[config.mk]
export PLATFORM = sky130hd
export DESIGN_NAME = link_msg_scheduler
export DESIGN_NICKNAME = d
export VERILOG_FILES = /design/src/rtl/link_msg_scheduler.sv
export SDC_FILE = /design/constraint.sdc
export NUM_CORES = 1
export LEC_CHECK = 0
export CAP_MARGIN = 10
export CORE_AREA = 2 2 80 82
export CTS_BUF_LIST = sky130_fd_sc_hd__clkbuf_4
export DETAILED_ROUTE_END_ITERATION = 12
export DIE_AREA = 0 0 82 84
export GPL_TIMING_DRIVEN = 1
export PLACE_DENSITY = 0.67
export SLEW_MARGIN = 20
export SYNTH_ARGS = -nofsm -noshare
export SYNTH_HDL_FRONTEND = slang
export SYNTH_SLANG_ARGS = --single-unit
[constraint.sdc]
create_clock -name clk -period 2.2 [get_ports clk]
set_clock_uncertainty 0.05 [all_clocks]
set_input_delay 0.55 -clock clk [delete_from_list [all_inputs] [get_ports clk]]
set_output_delay 0.55 -clock clk [all_outputs]
set_load 0.02 [all_outputs]
[src/rtl/link_msg_scheduler.sv]
// Message scheduler between the snake game logic and a UART core: arbitrates three
// TX message sources into the TX FIFO with a minimum byte gap, and decodes RX bytes into event pulses.
module link_msg_scheduler #(
    parameter int GAP_CYCLES = 4,
    parameter int ERR_W      = 8
) (
    input  logic             clk,
    input  logic             rst,
    input  logic             dir_req,
    input  logic [5:0]       dir_payload,
    input  logic             col_req,
    input  logic [5:0]       col_payload,
    input  logic             clk_req,
    input  logic [5:0]       clk_payload,
    output logic             dir_grant,
    output logic             col_grant,
    output logic             clk_grant,
    input  logic             tx_full,
    output logic             wr_uart,
    output logic [7:0]       w_data,
    input  logic             rx_empty,
    input  logic [7:0]       r_data,
    output logic             rd_uart,
    output logic             rx_dir,
    output logic             rx_col,
    output logic             rx_clk,
    output logic [5:0]       rx_payload,
    output logic [ERR_W-1:0] rx_err_cnt
);

    localparam logic [1:0] OP_ERR = 2'b00;
    localparam logic [1:0] OP_DIR = 2'b01;
    localparam logic [1:0] OP_COL = 2'b10;
    localparam logic [1:0] OP_CLK = 2'b11;

    localparam int CNT_W    = (GAP_CYCLES > 1) ? $clog2(GAP_CYCLES) : 1;
    localparam int GAP_LAST = (GAP_CYCLES > 0) ? GAP_CYCLES - 1 : 0;

    typedef enum logic [1:0] {TX_IDLE, TX_WRITE, TX_GAP} tx_state_t;
    typedef enum logic [1:0] {RX_IDLE, RX_POP, RX_SETTLE} rx_state_t;

    tx_state_t  tx_state, tx_next;
    rx_state_t  rx_state, rx_next;
    logic [CNT_W-1:0] gap_cnt;
    logic [1:0] sel_op;

    logic       pend_dir, pend_col, pend_clk;
    logic [5:0] pay_dir, pay_col, pay_clk;

    logic       pick_valid;
    logic [1:0] pick_op;
    logic [5:0] pick_payload;

    // A request arriving in the same cycle counts as pending, so an idle link writes on the next cycle.
    // NOTE: every always_comb output gets a default first so no path leaves a latch behind.
    always_comb begin
        pick_valid   = 1'b0;
        pick_op      = OP_ERR;
        pick_payload = 6'd0;
        if (pend_col || col_req) begin
            pick_valid   = 1'b1;
            pick_op      = OP_COL;
            pick_payload = col_req ? col_payload : pay_col;
        end else if (pend_dir || dir_req) begin
            pick_valid   = 1'b1;
            pick_op      = OP_DIR;
            pick_payload = dir_req ? dir_payload : pay_dir;
        end else if (pend_clk || clk_req) begin
            pick_valid   = 1'b1;
            pick_op      = OP_CLK;
            pick_payload = clk_req ? clk_payload : pay_clk;
        end
    end

    always_comb begin
        tx_next = tx_state;
        case (tx_state)
            TX_IDLE:  if (pick_valid && !tx_full) tx_next = TX_WRITE;
            TX_WRITE: tx_next = (GAP_CYCLES == 0) ? TX_IDLE : TX_GAP;
            TX_GAP:   if (gap_cnt == CNT_W'(GAP_LAST)) tx_next = TX_IDLE;
            default:  tx_next = TX_IDLE;
        endcase
    end

    assign wr_uart   = (tx_state == TX_WRITE);
    assign col_grant = wr_uart && (sel_op == OP_COL);
    assign dir_grant = wr_uart && (sel_op == OP_DIR);
    assign clk_grant = wr_uart && (sel_op == OP_CLK);

    // NOTE: state uses non-blocking assignments and an async active-low reset so every flop clears at once.
    always_ff @(posedge clk or negedge rst) begin
        if (!rst) begin
            tx_state <= TX_IDLE;
            gap_cnt  <= '0;
            sel_op   <= OP_ERR;
            w_data   <= 8'd0;
            pend_dir <= 1'b0;
            pend_col <= 1'b0;
            pend_clk <= 1'b0;
            pay_dir  <= 6'd0;
            pay_col  <= 6'd0;
            pay_clk  <= 6'd0;
        end else begin
            tx_state <= tx_next;
            if (tx_state == TX_WRITE)
                gap_cnt <= '0;
            else if (tx_state == TX_GAP)
                gap_cnt <= gap_cnt + CNT_W'(1);
            if (tx_state == TX_IDLE && tx_next == TX_WRITE) begin
                sel_op <= pick_op;
                w_data <= {pick_op, pick_payload};
            end
            // A request in its own grant cycle re-arms the pending flag instead of being dropped.
            pend_dir <= dir_req || (pend_dir && !dir_grant);
            pend_col <= col_req || (pend_col && !col_grant);
            pend_clk <= clk_req || (pend_clk && !clk_grant);
            if (dir_req) pay_dir <= dir_payload;
            if (col_req) pay_col <= col_payload;
            if (clk_req) pay_clk <= clk_payload;
        end
    end

    always_comb begin
        rx_next = rx_state;
        case (rx_state)
            RX_IDLE:   if (!rx_empty) rx_next = RX_POP;
            RX_POP:    rx_next = RX_SETTLE;
            RX_SETTLE: rx_next = RX_IDLE;
            default:   rx_next = RX_IDLE;
        endcase
    end

    assign rd_uart = (rx_state == RX_POP);

    // Decode happens on the pop edge, so event pulses land in the settle cycle.
    always_ff @(posedge clk or negedge rst) begin
        if (!rst) begin
            rx_state   <= RX_IDLE;
            rx_dir     <= 1'b0;
            rx_col     <= 1'b0;
            rx_clk     <= 1'b0;
            rx_payload <= 6'd0;
            rx_err_cnt <= '0;
        end else begin
            rx_state <= rx_next;
            rx_dir   <= rd_uart && (r_data[7:6] == OP_DIR);
            rx_col   <= rd_uart && (r_data[7:6] == OP_COL);
            rx_clk   <= rd_uart && (r_data[7:6] == OP_CLK);
            if (rd_uart) begin
                if (r_data[7:6] != OP_ERR)
                    rx_payload <= r_data[5:0];
                else if (rx_err_cnt != {ERR_W{1'b1}})
                    rx_err_cnt <= rx_err_cnt + ERR_W'(1);
            end
        end
    end

endmodule

==> impl_metrics.ini <==
[route]
drt_iter0_drc = 87
wl_mm = 4.79
antenna_left = 0
drc = 0
first_pass_iters = 3
wl_per_cell_um = 14.1
via_per_inst = 4.80
dr_total_vias = 1627

[logic_synthesis]
synth.avg_cell_area_sq_um = 12.8
ys_ff_latch = 52
yosys.area_share.simple_pct = 11.2
synth_cell_type_count = 33
yosys_warnings = 0
yosysTopAreaCell = dfrtp_1
synthXorXnorAreaFrac_pct = 2.63
synth_top_family_by_area = multiplexers
synth_mux_area_share_pct = 16.4
synthesis.area_sq_um = 2330
synth.yosys.seq_area_share_pct = 55.9
synthCells = 182
synth-compound-area-share_pct = 7.41
yosysTopAreaCellShare_pct = 55.9
synthAdderAreaFrac_pct = 3.22
syn_nets = 221
synth_area_leaders = dfrtp_1 (56%), mux2_2 (15%), ha_1 (3.2%)

[clock_network]
numCtsBuffers = 5
clock_latency_ns = 0.36
cts_sinks = 52
clkTransAtPathRegs_ns = 0.15
htreeDepth = 2
cts_max_path_buffers = 2
cts-root-buf = clkbuf_4
tritoncts = yes

[floorplanning]
die_x_um = 82
fp.dieH_um = 84
dieArea_sq_um = 6890
initial_core_util_pct = 38.2
io_pins = 63
fp-row-count = 29
core_area_sq_um = 6100

[setup_path]
crit_buf_inv = 3
cp.arrival_ns = 1.47
reg2reg_from = tx_state[0]$_DFF_PN0_
critPathMaxFanout = 4
path_class = register to output pin
worstReg2RegEnd = w_data[6]$_DFFE_PN0P_
rr_worst_depth = 7
worstSetupEndpointType = output pin
reg2reg_slack_ns = 0.21
critical_path.slowest_cell = dfrtp_1
cp_top_family = buffers and inverters
path_cells = inv_1, ha_2, buf_4, clkdlybuf4s15_1
crit_path_max_incr_delay_ns = 0.40
critPathRequiredTime_ns = 1.60
cp-start-kind = register

[final_layout]
utilization_pct = 51.7
final_common_cell = clkdlybuf4s50_1
final_net_count = 300
multiInputGateArea_sq_um = 955
seqCellArea_sq_um = 1300
drive_above_1_share_pct = 25.2
antennaDiodeCount = 0
synthToLayoutAreaGrowth_pct = 35.4
fill_cells = 557
layout_common_cells = clkdlybuf4s50_1 (56), dfrtp_1 (52), mux2_2 (31), nor2_1 (16), buf_4 (14)

[job]
drv_cap = 0

[timing]
max_clock_freq_ghz = 0.482
max-slew-margin-rel_pct = 68.6
worst_slew_pin_slew_ns = 0.471
rsz0062_at_grt = false
finalCritPeriodShare_pct = 94.3
slew_violations = 0
finalSetupViolCount = 0
post-route-min-period_ns = 2.07
finalHoldViolCount = 0
setup_ws_ns = 0.125

[power_and_ir_drop]
vdd_drop_max_mv = 0.502
powerDensity_nw_per_um2 = 974
leakagePower_nw = 1.36

[place]
globalplace.congestion = 0.785
dp_hpwl_mm = 3.68
port_buffers = 62
place_ws_ns = -0.167

[global_route]
grt_pass1_wl_mm = 7.98
antenna_found_initial = 0
grt_pass1_vias = 1706
grt_max_degree = 35
overflow = 0
grt_usage_pct = 15.2

[worst_hold_path]
min-delay-path-class = input port to async pin

[status]
outcome = completed
-- logic make-up (layout without fill, tap and decap cells) --
family,Yosys count,after routing
simple gates,47,47
flops,52,52
fa+ha+maj,6,6
mux,34,34
compound gates,24,24
xor+xnor,7,7
buf+inv,12,92
-- where the power goes --
group          switching, mW  leakage [nW]  internal (mW)  total [mW]
combinational          0.623         0.707          0.688        1.31
clock                  0.293        0.0324          0.118       0.411
sequential             0.164         0.625           1.19        1.35
total                   1.08          1.36           1.99        3.07
-- repair_timing --
item                       CTS  global route
hold buffers                 0             0
pin swaps                    0             0
resized for setup           11             5
setup endpoints to repair    5             4
setup buffers                0             0
-- worst register-to-register path, cell delays in order (launching register included) --
cell and delay, ns:
dfrtp_1 0.38, buf_4 0.15, inv_1 0.06, ha_1 0.19, nor4bb_1 0.14, a21oi_1 0.26
o2111ai_4 0.26, mux2_1 0.39
-- layout make-up --
cell class                      instances  area share [%]
Tap cell                               77            3.05
Multi-Input combinational cell        118            30.3
Clock buffer                            5            1.19
Sequential cell                        52            41.3
Inverter                                7           0.833
Timing Repair Buffer                   77            23.0
Clock inverter                          3           0.436
-- state kept, by name, summed over array words and instances (netlist names) --
signal and cells:
rx_dir 1, pay_col 6, pend_clk 1, pay_clk 6, rx_payload 6, w_data 8
gap_cnt 2, tx_state 2, rx_state 2, pend_dir 1, rx_clk 1, pend_col 1
pay_dir 6, rx_err_cnt 8, rx_col 1
-- how the worst max path moves through the flow --
stage | from | to | cells past startpoint
2_1_floorplan | clk_req | w_data[0]$_DFFE_PN0P_ | 5
3_3_place_gp | clk_req | w_data[4]$_DFFE_PN0P_ | 5
3_5_place_dp | clk_req | w_data[6]$_DFFE_PN0P_ | 5
4_1_cts | tx_state[1]$_DFF_PN0_ | clk_grant | 4
5_1_grt | tx_state[1]$_DFF_PN0_ | wr_uart | 4
6_report | tx_state[1]$_DFF_PN0_ | wr_uart | 4
-- cells in the mapped netlist --
| library cell | n |
|---|---|
| nand2b_1 | 2 |
| inv_1 | 7 |
| ha_1 | 6 |
| and3_1 | 3 |
| a21oi_2 | 1 |
| nand4_1 | 1 |
| nor3_2 | 1 |
| or2_2 | 2 |
| xor2_1 | 5 |
| o21ai_0 | 5 |
| nand2_1 | 8 |
| buf_6 | 4 |
| nor4b_2 | 1 |
| o2111ai_4 | 1 |
| o21a_1 | 1 |
| o2bb2ai_1 | 6 |
| buf_2 | 1 |
| nor4_1 | 1 |
| a21oi_1 | 8 |
| nor2_1 | 16 |
| dfrtp_1 | 52 |
| nor3_1 | 2 |
| nor4_4 | 1 |
| mux2_1 | 3 |
| nor2b_1 | 3 |
| nor4bb_1 | 1 |
| xnor2_1 | 2 |
| nand3b_1 | 1 |
| o21bai_1 | 1 |
| o21ai_1 | 1 |
| nor2_2 | 1 |
| mux2_2 | 31 |
| nand3_1 | 3 |
-- stage by stage --
step	cells	total power, mW	hold WS, ns	TNS (ns)	instance area [sq um]
3_5_place_dp	331	2.72	0.415	-1.27	3120
3_3_place_gp	331	2.69	0.408	-1.14	3120
4_1_cts	339	3.13	0.0597	0	3170
6_report	339	3.07	0.0599	0	3150
5_1_grt	339	3.28	0.0814	0	3150
2_1_floorplan	182	2.11	0.204	0	2330
-- metal layers --
metal  global-route usage (%)  routed length (um)  up-vias
li1                         -                   -      787
met1                     19.4                2100      795
met2                     25.2                2410       38
met3                     3.25                 220        7
met4                     4.85                  65        0
met5                        0                   0        -
No activity file was read; power rests on OpenSTA's default activity.
